### config.mk
export PLATFORM = sky130hd
export DESIGN_NAME = matvec_sequencer
export DESIGN_NICKNAME = d
export VERILOG_FILES = /design/src/rtl/matvec_sequencer.sv
export SDC_FILE = /design/constraint.sdc
export NUM_CORES = 1
export LEC_CHECK = 0
export CORE_MARGIN = 4
export CORE_UTILIZATION = 40
export DETAILED_ROUTE_END_ITERATION = 6
export GPL_ROUTABILITY_DRIVEN = 0
export PLACE_DENSITY_LB_ADDON = 0.08
export REMOVE_ABC_BUFFERS = 1
export SYNTH_ARGS = -nofsm -noshare
export SYNTH_HDL_FRONTEND = slang
export SYNTH_SLANG_ARGS = --single-unit
export TNS_END_PERCENT = 10
### constraint.sdc
create_clock -name clk -period 3.2 [get_ports clk]
set_input_delay 0.64 -clock clk [delete_from_list [all_inputs] [get_ports clk]]
set_output_delay 0.64 -clock clk [all_outputs]
set_load 0.005 [all_outputs]
### src/rtl/matvec_sequencer.sv
// Matrix-vector sequencer around a combinational dot_product core: loads a column and a
// row-major matrix over a valid/ready stream, then captures and streams one result per row.
module matvec_sequencer #(
  parameter int unsigned DATA_WIDTH    = 32,
  parameter int unsigned VECTOR_SIZE   = 4,
  parameter int unsigned NUM_ROWS      = 4,
  parameter int unsigned SETTLE_CYCLES = 1,
  localparam int unsigned IdxW         = (NUM_ROWS > 1) ? $clog2(NUM_ROWS) : 1
) (
  input  logic                                   clk,
  input  logic                                   rst_n,
  input  logic                                   start,
  input  logic [2:0]                             round_mode_in,
  input  logic                                   in_valid,
  output logic                                   in_ready,
  input  logic [DATA_WIDTH-1:0]                  in_data,
  output logic [VECTOR_SIZE-1:0][DATA_WIDTH-1:0] dp_row,
  output logic [VECTOR_SIZE-1:0][DATA_WIDTH-1:0] dp_col,
  output logic [2:0]                             dp_round_mode,
  input  logic [DATA_WIDTH-1:0]                  dp_result,
  input  logic [4:0]                             dp_exceptions,
  output logic                                   out_valid,
  input  logic                                   out_ready,
  output logic [DATA_WIDTH-1:0]                  out_data,
  output logic [4:0]                             out_exceptions,
  output logic [IdxW-1:0]                        out_index,
  output logic                                   out_last,
  output logic                                   busy,
  output logic                                   done,
  output logic [4:0]                             sticky_exceptions
);

  localparam int unsigned ElemW = (VECTOR_SIZE > 1) ? $clog2(VECTOR_SIZE) : 1;
  localparam int unsigned SegW  = $clog2(NUM_ROWS + 1);
  localparam int unsigned SetW  = (SETTLE_CYCLES > 1) ? $clog2(SETTLE_CYCLES) : 1;

  localparam logic [ElemW-1:0] ElemLast   = ElemW'(VECTOR_SIZE - 1);
  localparam logic [SegW-1:0]  SegLast    = SegW'(NUM_ROWS);
  localparam logic [SetW-1:0]  SettleInit = SetW'(SETTLE_CYCLES - 1);
  localparam logic [IdxW-1:0]  IdxLast    = IdxW'(NUM_ROWS - 1);

  typedef enum logic [1:0] {StIdle, StLoad, StWait, StEmit} state_e;

  state_e                 state_q, state_d;
  // Load position: segment 0 is the column, segments 1..NUM_ROWS are matrix rows.
  logic [SegW-1:0]        ld_seg_q, ld_seg_d;
  logic [ElemW-1:0]       ld_elem_q, ld_elem_d;
  logic [SetW-1:0]        settle_q, settle_d;
  logic [IdxW-1:0]        row_idx_q, row_idx_d;
  logic [2:0]             rm_q, rm_d;
  logic                   out_valid_q, out_valid_d;
  logic [DATA_WIDTH-1:0]  out_data_q, out_data_d;
  logic [4:0]             out_exc_q, out_exc_d;
  logic [IdxW-1:0]        out_index_q, out_index_d;
  logic                   out_last_q, out_last_d;
  logic                   done_q, done_d;
  logic [4:0]             sticky_q, sticky_d;
  logic                   ld_fire;

  logic [VECTOR_SIZE-1:0][DATA_WIDTH-1:0] col_q;
  logic [VECTOR_SIZE-1:0][DATA_WIDTH-1:0] mat_q [NUM_ROWS];

  always_comb begin
    state_d     = state_q;
    ld_seg_d    = ld_seg_q;
    ld_elem_d   = ld_elem_q;
    settle_d    = settle_q;
    row_idx_d   = row_idx_q;
    rm_d        = rm_q;
    out_valid_d = out_valid_q;
    out_data_d  = out_data_q;
    out_exc_d   = out_exc_q;
    out_index_d = out_index_q;
    out_last_d  = out_last_q;
    done_d      = 1'b0;
    sticky_d    = sticky_q;
    ld_fire     = 1'b0;

    unique case (state_q)
      StIdle: begin
        if (start) begin
          rm_d      = round_mode_in;
          sticky_d  = '0;
          ld_seg_d  = '0;
          ld_elem_d = '0;
          row_idx_d = '0;
          state_d   = StLoad;
        end
      end
      StLoad: begin
        if (in_valid) begin
          ld_fire = 1'b1;
          if (ld_elem_q == ElemLast) begin
            ld_elem_d = '0;
            if (ld_seg_q == SegLast) begin
              ld_seg_d = '0;
              settle_d = SettleInit;
              state_d  = StWait;
            end else begin
              ld_seg_d = ld_seg_q + 1'b1;
            end
          end else begin
            ld_elem_d = ld_elem_q + 1'b1;
          end
        end
      end
      StWait: begin
        if (settle_q == '0) begin
          out_data_d  = dp_result;
          out_exc_d   = dp_exceptions;
          sticky_d    = sticky_q | dp_exceptions;
          out_index_d = row_idx_q;
          out_last_d  = (row_idx_q == IdxLast);
          out_valid_d = 1'b1;
          state_d     = StEmit;
        end else begin
          settle_d = settle_q - 1'b1;
        end
      end
      StEmit: begin
        if (out_ready) begin
          out_valid_d = 1'b0;
          if (out_last_q) begin
            done_d  = 1'b1;
            state_d = StIdle;
          end else begin
            row_idx_d = row_idx_q + 1'b1;
            settle_d  = SettleInit;
            state_d   = StWait;
          end
        end
      end
      default: state_d = StIdle;
    endcase
  end

  always_ff @(posedge clk or negedge rst_n) begin
    if (!rst_n) begin
      state_q     <= StIdle;
      ld_seg_q    <= '0;
      ld_elem_q   <= '0;
      settle_q    <= '0;
      row_idx_q   <= '0;
      rm_q        <= '0;
      out_valid_q <= 1'b0;
      out_data_q  <= '0;
      out_exc_q   <= '0;
      out_index_q <= '0;
      out_last_q  <= 1'b0;
      done_q      <= 1'b0;
      sticky_q    <= '0;
    end else begin
      state_q     <= state_d;
      ld_seg_q    <= ld_seg_d;
      ld_elem_q   <= ld_elem_d;
      settle_q    <= settle_d;
      row_idx_q   <= row_idx_d;
      rm_q        <= rm_d;
      out_valid_q <= out_valid_d;
      out_data_q  <= out_data_d;
      out_exc_q   <= out_exc_d;
      out_index_q <= out_index_d;
      out_last_q  <= out_last_d;
      done_q      <= done_d;
      sticky_q    <= sticky_d;
    end
  end

  always_ff @(posedge clk or negedge rst_n) begin
    if (!rst_n) begin
      col_q <= '0;
      for (int r = 0; r < NUM_ROWS; r++) begin
        mat_q[r] <= '0;
      end
    end else if (ld_fire) begin
      for (int e = 0; e < VECTOR_SIZE; e++) begin
        if (ld_seg_q == '0 && ld_elem_q == ElemW'(e)) begin
          col_q[e] <= in_data;
        end
      end
      for (int r = 0; r < NUM_ROWS; r++) begin
        for (int e = 0; e < VECTOR_SIZE; e++) begin
          if (ld_seg_q == SegW'(r + 1) && ld_elem_q == ElemW'(e)) begin
            mat_q[r][e] <= in_data;
          end
        end
      end
    end
  end

  // Decoded row select keeps the mux in range for non-power-of-two NUM_ROWS.
  always_comb begin
    dp_row = '0;
    for (int r = 0; r < NUM_ROWS; r++) begin
      if (row_idx_q == IdxW'(r)) begin
        dp_row = mat_q[r];
      end
    end
  end

  assign dp_col            = col_q;
  assign dp_round_mode     = rm_q;
  assign in_ready          = (state_q == StLoad);
  assign busy              = (state_q != StIdle);
  assign out_valid         = out_valid_q;
  assign out_data          = out_data_q;
  assign out_exceptions    = out_exc_q;
  assign out_index         = out_index_q;
  assign out_last          = out_last_q;
  assign done              = done_q;
  assign sticky_exceptions = sticky_q;

endmodule

==> results by group <==
Outcome
  – Status: finished with violations
  – Failing checks: negative setup slack

Setup path
  – Stages on worst setup path: 8
  – Kind of critical path: reg -> out
  – Slowest CP cell: clkdlybuf4s50_1
  – Worst EP arrival: approximately 2.7 ns
  – Slowest Stage Delay on Critical Path: ~0.53 ns
  – Worst R2R End: mat_q[31]
  – CP required: around 2.6 ns
  – Cell chain of the critical path: buf_4 -> ha_4 -> buf_12 -> buf_16 -> a21oi_1 -> o21ai_0 -> a22o_1 -> clkdlybuf4s50_1
  – FF-to-FF path depth: 5
  – Startpoint Class: flip-flop
  – CP Max Fanout: 36
  – Critical R2R Launch: state_q[0]
  – Worst reg2reg setup slack: 0.93 ns
  – Worst path top cell family by delay: buffers and inverters
  – Crit path from: row_idx_q[0]
  – Buffers and inverters on the worst path: 4
  – Worst setup path end: dp_row[101]
  – CP Capture Type: output port

Finish
  – Post-route cell area: 40000 um^2
  – Layout cells sized above 1: 32.1%
  – Fin util: roughly half
  – Commonest non-fill, non-tap cell in the layout: dfrtp_1
  – Layout area overhead: 28.5%
  – Most frequent cells in the layout: dfrtp_1 (698), mux2_2 (621), clkdlybuf4s50_1 (292)
  – Final #Nets: 2948

Logic synthesis
  – Synth area leaders: dfrtp_1 (56%), mux2_2 (22%), a21oi_1 (4.2%)
  – Multiplexer share of the synthesized area: between 20% and 30%
  – Synth Area in Compound Gates: 10.1%
  – Post-Synth Adder-Cell Area: less than 1%
  – Post-synthesis xor/xnor area fraction: less than 1%
  – Syn. warnings: 0
  – Top_reg_cell synth: dfrtp_1
  – Main combinational cell family by area after synthesis: multiplexers
  – Post-synth top area cell: dfrtp_1
  – Ys async rst share: 100%
  – Number of flops mapped to enable cells by yosys: 0
  – Syn Inst Count: 2494
  – Synth Register Bits: about 700
  – Register area share after synthesis: 56.2%
  – Post-Synthesis Cell Area: about 31000 um^2
  – Avg Cell Area, Syn: around 12 um^2
  – Unique masters post-synth: 39
  – Post-Synth Simple-Gate Area: between 3 and 4%
  – Yosys top cell area share: 56.2%

STA
  – RSZ-0062 raised after global routing: yes
  – Hold Fails Final Rpt: 0
  – Skew final: ~0.021 ns
  – Max Clk Rate: slightly below 300 MHz
  – Actual slew at the worst max-slew pin: 1.01 ns
  – Slew HR: around a third
  – Fin. max-slew vios: 0
  – Final hold slack: ~0.013 ns
  – Fin crit period: about 3.4 ns
  – Final WS setup: -0.156 ns
  – Final Cycle Share: 105%
  – Count of final setup violators: 37

Place
  – DP Area: around 37000 um^2
  – Post-DP HPWL: ~57000 um
  – IO Port Bufs: ~380
  – Place WS: roughly 0.26 ns

Routing
  – DRT antenna net count: 0
  – Initial DRC count: approximately 1200
  – Pre-antenna DRT Iters: 5
  – WL/cell: 23.8 um
  – DRT Wirelength: between 90000 and 100000 um
  – Drt via density: about 5.3
  – Number of remaining DRC errors: 0
  – DR vias: ~21000

Die
  – Die H: approximately 290 um
  – Initial Utilization: ~40%
  – Die W: about 290 um
  – I/O Pins: about 390
  – Core area: approximately 77000 um^2
  – Row count: 102
  – Die ar.: 82300 um^2

GRT
  – Vias in the first global route: roughly 22000
  – Largest net degree at the start of global routing: slightly above 80
  – GRT overflow: 0
  – First-pass GRT wire length: roughly 140000 um
  – Initial antenna violation count: 4
  – Overall routing resource usage: approximately 22%

Clock tree
  – Root cell of the clock tree: clkbuf_16
  – Clk slew on worst S/H paths: around 0.06 ns
  – H-Tree Depth: 3
  – Latest clock arrival within the worst-skew pair: just over 0.6 ns
  – Hold-fix buffers, CTS: 0
  – CTS Buffer Depth: 3
  – Clock sinks: approximately 700
  – TritonCTS clock tree: yes
  – Num CTS Buffers: 80

Power and ir drop
  – Peak supply drop: 0.000472 V
  – Total chip power: between 30 and 40 mW
  – Lkg Pwr: between 15 and 20 nW
  – Cell Pwr Density: about 970 nW/um^2

Worst hold path
  – Hold Crit Class: in -> async

Run
  – Maxcap violations: 0
## cell type report
type                            count  area (um^2)
Antenna cell                        1         2.50
Clock buffer                      120         2440
Clock inverter                     20          203
Fill cell                        6749        37300
Inverter                          134          505
Multi-Input combinational cell   1425        12200
Sequential cell                   699        17500
Tap cell                         1040         1300
Timing Repair Buffer              518         5830
## Yosys cell counts, drive strengths merged (3+ instances only)
| cell type | count |
|---|---|
| a21oi | 263 |
| a22o | 128 |
| buf | 87 |
| clkbuf | 149 |
| dfrtp | 699 |
| ha | 13 |
| inv | 134 |
| mux2 | 684 |
| mux2i | 3 |
| nand2 | 142 |
| nand2b | 4 |
| nand3 | 7 |
| nand3b | 3 |
| nand4b | 4 |
| nor2 | 21 |
| nor2b | 5 |
| nor3 | 3 |
| o21ai | 130 |
## stage by stage
stage / instances / setup TNS [ns]
2_1_floorplan: 2258 / -360.10
3_3_place_gp: 3784 / 0
3_5_place_dp: 3784 / 0
4_1_cts: 3944 / -11.66
5_1_grt: 3956 / -7.55
6_report: 3957 / -3.22
## registers in the layout (all words and copies together) (netlist names)
| register | flops |
|---|---|
| mat_q | 512 |
| dp_col | 128 |
| out_data | 32 |
| out_exceptions | 5 |
| sticky_exceptions | 5 |
| dp_round_mode | 3 |
| ld_seg_q | 3 |
| ld_elem_q | 2 |
| out_index | 2 |
| row_idx_q | 2 |
| state_q | 2 |
| done | 1 |
| out_last | 1 |
| out_valid | 1 |
## power by group
group          total (mW)  internal [mW]  switching (mW)
Combinational        14.8           8.55            6.27
Sequential           14.7           12.7            2.01
Clock                9.15           5.48            3.67
## how the worst min path moves through the flow
stage,from,end,slack [ns],cells after the start
finish,rst_n,mat_q[100],0.01,1
global route,rst_n,dp_col[35],0.03,1
CTS,rst_n,mat_q[100],0.002,1
detailed placement,out_valid,out_valid,0.47,1
global placement,out_valid,out_valid,0.46,1
floorplan,rst_n,done,0.34,0
## logic make-up (layout without fill, tap and decap cells)
group	count (synthesis)	in the layout
AOI/OAI and AO/OA	528	528
xor gates and xnor gates	1	1
adders and majority gates	13	13
buffers and inverters	370	792
DFF	699	699
muxes	687	687
other	0	1
and+or+nand+nor	196	196
## per-layer routing
| layer | routed length (um) | track usage, % | share of wire (%) | up-vias |
|---|---|---|---|---|
| met1 | 41700 | 30.4 | 44 | 10884 |
| met5 | 22 | 0 | 0.023 | - |
| met3 | 6330 | 5.50 | 6.7 | 138 |
| met2 | 44000 | 35.9 | 47 | 562 |
| li1 | - | - | - | 9467 |
| met4 | 2260 | 6.31 | 2.4 | 4 |
## timing repair
item / 4_1_cts / 5_1_grt
resized for setup: 75 / 109
gates cloned: 7 / 8
setup endpoints to repair: 128 / 103
pin swaps: 10 / 13
setup buffers: 13 / 5
(Power assumes the default switching activity.)
